--- src/rtl/ins_mem_loader.sv ---
// Instruction BRAM loader: frames a little-endian word count plus payload from a byte stream
// and writes full words through BRAM port A. Optional trailing checksum: INS_MEM_LOADER_CKSUM_EN.
module ins_mem_loader #(
    parameter logic [31:0] BASE_ADDR   = 32'h0000_0000,
    parameter int unsigned DEPTH_WORDS = 4096
) (
    input  logic        clk,
    input  logic        reset,
    input  logic        load_start,
    input  logic        s_valid,
    input  logic [7:0]  s_data,
    output logic        s_ready,
    output logic        core_hold,
    output logic        load_done,
    output logic        load_err,
    output logic        ins_mem_clka,
    output logic        ins_mem_ena,
    output logic        ins_mem_rsta,
    output logic [3:0]  ins_mem_wea,
    output logic [31:0] ins_mem_addra,
    output logic [31:0] ins_mem_dina,
    input  logic        ins_mem_rsta_busy
);

`ifdef INS_MEM_LOADER_CKSUM_EN
    typedef enum logic [2:0] {
        S_IDLE = 3'd0, S_LEN = 3'd1, S_DATA = 3'd2, S_WRITE = 3'd3,
        S_DONE = 3'd4, S_ERR = 3'd5, S_CKSUM = 3'd6
    } state_t;
`else
    typedef enum logic [2:0] {
        S_IDLE = 3'd0, S_LEN = 3'd1, S_DATA = 3'd2, S_WRITE = 3'd3,
        S_DONE = 3'd4, S_ERR = 3'd5
    } state_t;
`endif

    state_t      state, state_n;
    logic [1:0]  byte_cnt;
    logic [31:0] len;
    logic [31:0] word_idx;
    logic [31:0] len_nx;
    logic        accept;
    logic        last_byte;
    logic        start;
    logic        hold_n;
`ifdef INS_MEM_LOADER_CKSUM_EN
    logic [31:0] sum;
    logic [31:0] cksum;
    logic [31:0] cksum_nx;
`endif

    assign ins_mem_clka = clk;
    assign ins_mem_rsta = 1'b0;

`ifdef INS_MEM_LOADER_CKSUM_EN
    assign s_ready  = (state == S_LEN || state == S_DATA || state == S_CKSUM) && !ins_mem_rsta_busy;
    assign cksum_nx = {s_data, cksum[31:8]};
`else
    assign s_ready  = (state == S_LEN || state == S_DATA) && !ins_mem_rsta_busy;
`endif
    assign accept    = s_valid && s_ready;
    assign last_byte = accept && (byte_cnt == 2'd3);
    assign len_nx    = {s_data, len[31:8]};
    assign start     = load_start && (state == S_IDLE || state == S_DONE || state == S_ERR);

    // State register
    always_ff @(posedge clk or negedge reset) begin
        if (!reset) state <= S_IDLE;
        else        state <= state_n;
    end

    // Next-state logic
    always_comb begin
        state_n = state;
        hold_n  = 1'b0;
        case (state)
            S_IDLE, S_DONE, S_ERR: if (start) state_n = S_LEN;
            S_LEN: begin
                if (last_byte)
                    state_n = (len_nx == 32'd0 || len_nx > 32'(DEPTH_WORDS)) ? S_ERR : S_DATA;
            end
            S_DATA: if (last_byte) state_n = S_WRITE;
            S_WRITE: begin
`ifdef INS_MEM_LOADER_CKSUM_EN
                state_n = (word_idx + 32'd1 == len) ? S_CKSUM : S_DATA;
`else
                state_n = (word_idx + 32'd1 == len) ? S_DONE : S_DATA;
`endif
            end
`ifdef INS_MEM_LOADER_CKSUM_EN
            S_CKSUM: if (last_byte) state_n = (cksum_nx == sum) ? S_DONE : S_ERR;
`endif
            default: state_n = S_IDLE;
        endcase
        case (state_n)
            S_LEN, S_DATA, S_WRITE: hold_n = 1'b1;
`ifdef INS_MEM_LOADER_CKSUM_EN
            S_CKSUM:                hold_n = 1'b1;
`endif
            default:                hold_n = 1'b0;
        endcase
    end

    // Registered outputs and framing datapath; the write-data register doubles as the byte shifter
    always_ff @(posedge clk or negedge reset) begin
        if (!reset) begin
            core_hold     <= 1'b0;
            load_done     <= 1'b0;
            load_err      <= 1'b0;
            ins_mem_ena   <= 1'b0;
            ins_mem_wea   <= 4'h0;
            ins_mem_addra <= BASE_ADDR;
            ins_mem_dina  <= 32'd0;
            byte_cnt      <= 2'd0;
            len           <= 32'd0;
            word_idx      <= 32'd0;
`ifdef INS_MEM_LOADER_CKSUM_EN
            sum           <= 32'd0;
            cksum         <= 32'd0;
`endif
        end else begin
            core_hold   <= hold_n;
            load_done   <= (state_n == S_DONE) && (state != S_DONE);
            load_err    <= (state_n == S_ERR);
            ins_mem_ena <= (state_n == S_WRITE);
            ins_mem_wea <= (state_n == S_WRITE) ? 4'hF : 4'h0;
            if (start) begin
                byte_cnt      <= 2'd0;
                word_idx      <= 32'd0;
                ins_mem_addra <= BASE_ADDR;
`ifdef INS_MEM_LOADER_CKSUM_EN
                sum           <= 32'd0;
`endif
            end else begin
                if (accept) byte_cnt <= byte_cnt + 2'd1;
                if (accept && state == S_LEN)  len <= len_nx;
                if (accept && state == S_DATA) ins_mem_dina <= {s_data, ins_mem_dina[31:8]};
`ifdef INS_MEM_LOADER_CKSUM_EN
                if (accept && state == S_CKSUM) cksum <= cksum_nx;
`endif
                if (state == S_WRITE) begin
                    word_idx      <= word_idx + 32'd1;
                    ins_mem_addra <= ins_mem_addra + 32'd4;
`ifdef INS_MEM_LOADER_CKSUM_EN
                    sum           <= sum + ins_mem_dina;
`endif
                end
            end
        end
    end

endmodule

--- config.mk ---
export PLATFORM = sky130hd
export DESIGN_NAME = ins_mem_loader
export DESIGN_NICKNAME = d
export VERILOG_FILES = /design/src/rtl/ins_mem_loader.sv
export SDC_FILE = /design/constraint.sdc
export NUM_CORES = 1
export LEC_CHECK = 0
export ABC_CLOCK_PERIOD_IN_PS = 2500
export CORE_MARGIN = 1.5
export CORE_UTILIZATION = 51
export CTS_CLUSTER_DIAMETER = 60
export DETAILED_ROUTE_END_ITERATION = 10
export GPL_TIMING_DRIVEN = 1
export PLACE_DENSITY = 0.79
export SYNTH_ARGS = -nofsm -noshare
export SYNTH_HDL_FRONTEND = slang
export SYNTH_SLANG_ARGS = --single-unit
--- constraint.sdc ---
create_clock -name clk -period 2.5 [get_ports clk]
set_clock_uncertainty 0.1 [all_clocks]
set_input_delay 0.5 -clock clk [delete_from_list [all_inputs] [get_ports clk]]
set_output_delay 0.5 -clock clk [all_outputs]
set_load 0.1 [all_outputs]
==> results.json <==
{
  "status": "complete, but fails checks",
  "violations": "hold timing, setup timing",
  "rsz0062_at_grt": "yes",
  "final.period_utilization_pct": 106,
  "grt_pass1_vias": 6667,
  "post-route-util_pct": 71.3,
  "antenna_found_initial": 0,
  "worstPathArrival_ps": 2980,
  "p_sw_share_pct": 37.3,
  "post_synth_num_cell_types": 58,
  "start_kind": "register",
  "p_switching_mw": 3.35,
  "worstMarginPinSlew_ps": 814,
  "synth-main-ff-cell": "dfrtp_1",
  "worstSetupPathType": "register to register",
  "finalHoldViolCount": 46,
  "drt-total-wl_um": 19900,
  "overflow": 0,
  "rows": 43,
  "synth_top_area_share_pct": 46.9,
  "netlist_area_sq_um": 7200,
  "place_inst": 1064,
  "die_w_um": 122,
  "power_frac_seq_pct": 34.8,
  "final_cells": 1108,
  "io_pins": 88,
  "yosys.area.top_type": "dfrtp_1",
  "worst-endpoint-required_ps": 2820,
  "io_buffers": 84,
  "dieHeight_um": 122,
  "synth-seq-area-share_pct": 46.9,
  "antennaDiodeCount": 0,
  "cap_violations": 0,
  "power_density_nw_per_um2": 911,
  "worstPathMaxFanout": 3,
  "drt_first_pass_iters": 5,
  "grt_first_pass_wirelength_um": 32300,
  "worst_setup_path_end_kind": "register",
  "pwr-share-comb_pct": 32.9,
  "grt_start_max_net_pins": 136,
  "drv_slew": 0,
  "layout_setup_ws_ps": -154,
  "power_frac_clock_pct": 32.3,
  "tritoncts": "yes",
  "dr.first_iter.drc_count": 555,
  "synth_area_leaders": "dfrtp_1 (47%), mux2_2 (9.7%), xnor2_1 (4.5%)",
  "drtAntennaViolNets": 0,
  "ir_drop_v": 0.000720,
  "slew_headroom_pct": 45.7,
  "core_sq_um": 13800,
  "fmax_mhz": 377,
  "drive_above_1_share_pct": 38.1,
  "drc": 0,
  "path_clk_slew_ps": 60,
  "syn_avg_cell_area_sq_um": 9.84,
  "final.setup.tns_ps": -349,
  "insertion_delay_ps": 540,
  "gp_congestion": 0.958,
  "track_usage_pct": 28.3,
  "synth_edf_count": 0,
  "vias": 6495,
  "initial_core_util_pct": 52.1,
  "routedWlPerCell_um": 18.0,
  "p_leak_nw": 4.51,
  "dp_hpwl_um": 14000,
  "hp-class": "input pin to async pin",
  "dieArea_sq_um": 14800,
  "viasPerCell": 5.86,
  "ys_ff_latch": 135,
  "p_int_mw": 5.63,
  "netlist_instances": 732,
  "yosysWarnings": 0,
  "layout_min_cycle_time_ps": 2650,
  "cts_hold_buffers": 0,
  "setup_viol": 3,
  "area_growth_pct": 37.0,
  "fin_nets": 931,
  "ys_async_sr_fraction_pct": 100,
  "holdWs_ps": -116,
  "n_fill_cell": 975
}
-- cell usage in the layout (no fill, tap or decap), drive strengths merged, types with 5 or more instances in the layout --
cell,count
a21oi,27
a31oi,8
and3,8
and4,6
buf,194
clkbuf,23
clkdlybuf4s50,11
clkinv,5
dfrtp,135
inv,18
mux2,62
mux2i,6
nand2,65
nand2b,9
nand3,34
nand4,21
nor2,65
nor3,16
nor3b,5
nor4,18
o21ai,49
o31ai,10
or3,17
xnor2,37
xor2,26
-- critical path: stages (launching register included) --
cell,delay (ps)
dfrtp_1,410
buf_4,160
nand4_4,160
nor4_4,430
xor2_1,110
o221ai_1,250
o211ai_1,150
or4_1,510
nor4_2,160
nor3_1,80
-- state kept, by name, summed over array words and instances, names as in the netlist --
register,count
ins_mem_dina,32
len,32
word_idx,32
ins_mem_addra,30
state,3
byte_cnt,2
core_hold,1
ins_mem_wea,1
load_done,1
load_err,1
-- timing repair --
action,4_1_cts,5_1_grt
buffers inserted,3,6
resized for setup,36,16
pin swaps,10,15
setup endpoints to repair,5,7
-- worst paths after layout --
| path | slack (ps) | start | end | cells past startpoint |
|---|---|---|---|---|
| max | -150 | word_idx[1]$_DFFE_PN0N_ | core_hold$_DFF_PN0_ | 9 |
| min | -120 | reset | ins_mem_addra[23]$_DFFE_PN0N_ | 2 |
| max reg2reg | -150 | word_idx[1]$_DFFE_PN0N_ | core_hold$_DFF_PN0_ | 9 |
| min reg2reg | 410 | ins_mem_dina[1]$_DFFE_PN0P_ | ins_mem_dina[1]$_DFFE_PN0P_ | 1 |
| max in group asynchronous | 1670 | reset | ins_mem_addra[2]$_DFFE_PN0N_ | 2 |
| min in group clk | 410 | ins_mem_dina[1]$_DFFE_PN0P_ | ins_mem_dina[1]$_DFFE_PN0P_ | 1 |
-- power groups by stage --
stage / Combinational, mW / Sequential (mW) / Clock, mW
floorplan: 1.50 / 3.28 / 0.151
global placement: 2.61 / 3.12 / 0.157
detailed placement: 2.69 / 3.14 / 0.157
CTS: 2.83 / 3.12 / 2.95
global route: 3.17 / 3.18 / 3.05
finish: 2.95 / 3.13 / 2.90
-- cells by family after synthesis --
family / after synthesis / synth area share [%]
multiplexers: 68 / 10.5
adder cells (fa/ha/maj): 3 / 0.521
XOR/XNOR: 64 / 7.97
buffers and inverters: 58 / 3.68
flip-flops: 135 / 46.9
AND/OR/NAND/NOR: 283 / 20.4
AO/OA/AOI/OAI: 120 / 9.95
other: 1 / 0.0521
-- final cells by class --
type | instances | area [sq um] | area share [%]
clock buffer | 23 | 543 | 5.50
clock inverter | 13 | 136 | 1.38
inverter | 11 | 41.3 | 0.419
multi-input combinational | 541 | 3880 | 39.3
sequential | 135 | 3410 | 34.5
tap | 180 | 225 | 2.28
timing repair buffer | 205 | 1630 | 16.5
-- layer usage --
metal | up-vias | global-route usage, % | wire [um]
li1 | 2983 | - | -
met1 | 3155 | 33.4 | 7990
met2 | 288 | 47.6 | 9830
met3 | 69 | 6.04 | 1220
met4 | 0 | 16.3 | 862
met5 | - | 0 | 0
-- cell usage after synthesis, types with 3 or more instances --
master    count
nand2_1      65
or2_2         3
nor2b_1       3
mux2i_1       6
o22ai_1       4
o21ai_0      49
or3_1        17
inv_1        11
nor3_1       14
dfrtp_1     135
ha_1          3
o31ai_1      10
nand3_1      33
nand2b_1      9
and4_1        6
clkbuf_1     23
nand3b_1      3
nor2_1       65
buf_4         9
buf_2         7
or4_1         3
o41ai_1       4
a31oi_1       8
and3_1        8
xor2_1       26
mux2_2       62
a21oi_1      27
nor4_1       17
nor3b_1       4
buf_1         4
nand4_1      20
clkbuf_2      4
xnor2_1      37
-- per-stage QoR --
stage,cell area [sq um],hold slack (ps),power [mW],worst slack (ps)
6_report,9860,-116,8.98,-154
5_1_grt,9860,26.5,9.39,-208
4_1_cts,9740,9.68,8.89,-91.7
3_5_place_dp,8870,397,5.99,-317
3_3_place_gp,8870,389,5.89,-290
2_1_floorplan,7390,104,4.93,-224
Power figures use the tool's default switching activity.
==> RTL edit: new RTL, same settings <==
The option `INS_MEM_LOADER_CKSUM_EN` is turned on by a define.
--- a/src/rtl/ins_mem_loader.sv
+++ b/src/rtl/ins_mem_loader.sv
@@ -2,2 +2,4 @@
 // and writes full words through BRAM port A. Optional trailing checksum: INS_MEM_LOADER_CKSUM_EN.
+`define INS_MEM_LOADER_CKSUM_EN
+
 module ins_mem_loader #(
Formal check against the unedited RTL: no difference found for any inputs over 10 cycles, from zero or initial values and one cycle with reset low; that may be too few to reach the edited logic, so the function may still have changed.
==> RTL edit against the original RTL <==
  * The flow finishes with violations (setup timing)
  * Critical path type unchanged
  * Final area rose by 52%
  * Largest cell class unchanged
  * Synthesized area rose by 50%
  * Wire length rose by 61%
  * Worst setup slack got worse by 110 ps
  * Sequential cell count rose by 56
  * Synthesized cell count rose by 48%
  * Via count rose by 50%
  * Total power rose by 31%
  * First-iteration DRC count rose by 37%
  * Sequential share of layout area fell by 2.1 points
==> RTL edit: results (changes against the original RTL) <==
| Metric | Value |
|---|---|
| Status | `finished with violations (unchanged)` |
| Failing checks | `setup timing (was hold timing, setup timing)` |
| Sequential share of the synthesized area | `0.442 (was 0.469)` |
| Setup violations, final | `20 (was 3)` |
| Post-synth top cells | `dfrtp_1 (191), o21ai_0 (97), nand2_1 (89) (was dfrtp_1 (135), nand2_1 (65), nor2_1 (65))` |
| Adder-Cell Fraction of Synth Area | `0.0412 (was 0.00521)` |
| Max FO, Critical Path | `2 (was 3)` |
| Final WS setup | `-260 ps (was -154 ps)` |
| Slowest CP cell | `dfrtp_4 (was or4_1)` |
| DR iter-0 viols | `758 (was 555)` |
| Crit path max-delay family | `compound AO/OA/AOI/OAI gates (was simple AND/OR/NAND/NOR gates)` |
| First-pass GRT wire length | `50900 um (was 32300 um)` |
| Vias | `9727 (was 6495)` |
| CP peak stage delay | `490 ps (was 510 ps)` |
| Worst vdd ir | `0.793 mV (was 0.720 mV)` |
| Proportion of layout cells with a drive suffix above 1 | `0.410 (was 0.381)` |
| Final HPWL from detailed placement | `21600 um (was 14000 um)` |
| Placed instance count | `1599 (was 1064)` |
| Initial antenna violation count | `2 (was 0)` |
| Placer congestion estimate | `0.939 (was 0.958)` |
| Compound-Gate Fraction of Synth Area | `0.131 (was 0.0995)` |
| Cell count after synthesis | `1082 (was 732)` |
| Unique masters post-synth | `71 (was 58)` |
| Fillers | `1374 (was 975)` |
| Largest net degree at the start of global routing | `78 (was 136)` |
| Setup TNS | `-2780 ps (was -349 ps)` |
| Arr. time, crit path | `3100 ps (was 2980 ps)` |
| Origin of the worst setup path | `ins_mem_dina[17] (was word_idx[1])` |
| Total global-route track usage | `0.295 (was 0.283)` |
| Multiplexer share of the synthesized area | `0.0934 (was 0.105)` |
| Ranking of synthesized cells by area | `dfrtp_1 (44%), mux2_2 (9.0%), xnor2_1 (5.3%), xor2_1 (4.6%), o21ai_0 (4.5%) (was dfrtp_1 (47%), mux2_2 (9.7%), xnor2_1 (4.5%), o21ai_0 (3.4%), nand2_1 (3.4%))` |
| Leakage | `6.99 nW (was 4.51 nW)` |
RTL edit: cell types whose count changed in the layout (fill, tap and decap cells not counted), sizes merged, moves of 9 or more:
| cell | delta |
|---|---|
| o21ai | +51 |
| buf | +116 |
| ha | +31 |
| nand2 | +24 |
| and3 | +13 |
| a21o | +10 |
| mux2 | +25 |
| a21oi | +18 |
| xor2 | +31 |
| dfrtp | +56 |
| nand4 | +9 |
| xnor2 | +29 |
RTL edit: layer usage:
| layer | vias up | wire [um] | track usage |
|---|---|---|---|
| met5 | - | 0 | 0 |
| met4 | 0 | 857 | 0.0896 |
| met3 | 77 | 1920 | 0.0644 |
| met2 | 348 | 16200 | 0.497 |
| met1 | 4828 | 13200 | 0.380 |
| li1 | 4474 | - | - |
RTL edit: cells by family (layout without fill, tap and decap cells):
group | count (synthesis) | count (layout)
AOI/OAI and AO/OA | 230 | 230
xor gates and xnor gates | 124 | 124
adders and majority gates | 35 | 35
buffers and inverters | 70 | 373
DFF | 191 | 191
muxes | 90 | 90
other | 1 | 4
and+or+nand+nor | 341 | 341
RTL edit: worst paths after layout:
check	cells after the start	to	slack (ps)
max	9	sum[29]	-260
min	2	len[12]	380
max reg2reg	9	sum[29]	-260
min reg2reg	1	word_idx[31]	420
max in group asynchronous	3	ins_mem_dina[14]	1200
min in group clk	2	ins_mem_dina[24]	380
RTL edit: power by group through the flow:
| stage | sequential (mW) | clock, mW | combinational [mW] |
|---|---|---|---|
| 5_1_grt | 4.50 | 3.29 | 4.53 |
| 6_report | 4.44 | 3.11 | 4.22 |
| 4_1_cts | 4.39 | 3.15 | 4.08 |
| 3_5_place_dp | 4.44 | 0.157 | 3.94 |
| 3_3_place_gp | 4.40 | 0.157 | 3.82 |
| 2_1_floorplan | 4.82 | 0.151 | 2.07 |
RTL edit: cell type report:
type / count / area [sq um] / area share
Multi-Input combinational cell: 823 / 6490 / 0.432
Sequential cell: 191 / 4870 / 0.324
Timing Repair Buffer: 323 / 2590 / 0.172
Clock buffer: 22 / 529 / 0.0353
Tap cell: 275 / 344 / 0.0229
Clock inverter: 14 / 134 / 0.00892
Inverter: 14 / 52.6 / 0.00350
Antenna cell: 1 / 2.50 / 0.000167
RTL edit: repair_timing:
item                                    CTS  global route
resized for setup                        34            48
endpoints found under the setup margin   21            32
pin swaps                                29            29
hold buffers                              1             0
setup buffers                            16            14
endpoints found under the hold margin    53             0
RTL edit: metrics by stage:
stage                     setup WS (ps)  hold slack (ps)   util  area, sq um  total power, mW
final                              -260              379  0.718        15000             11.8
after CTS                          -225              414  0.704        14700             11.6
after global placement             -402              390  0.659        13800             8.38
after detailed placement           -537              405  0.659        13800             8.53
after floorplan                    -373              104      -        11400             7.04
after global routing               -373              345  0.718        15000             12.3
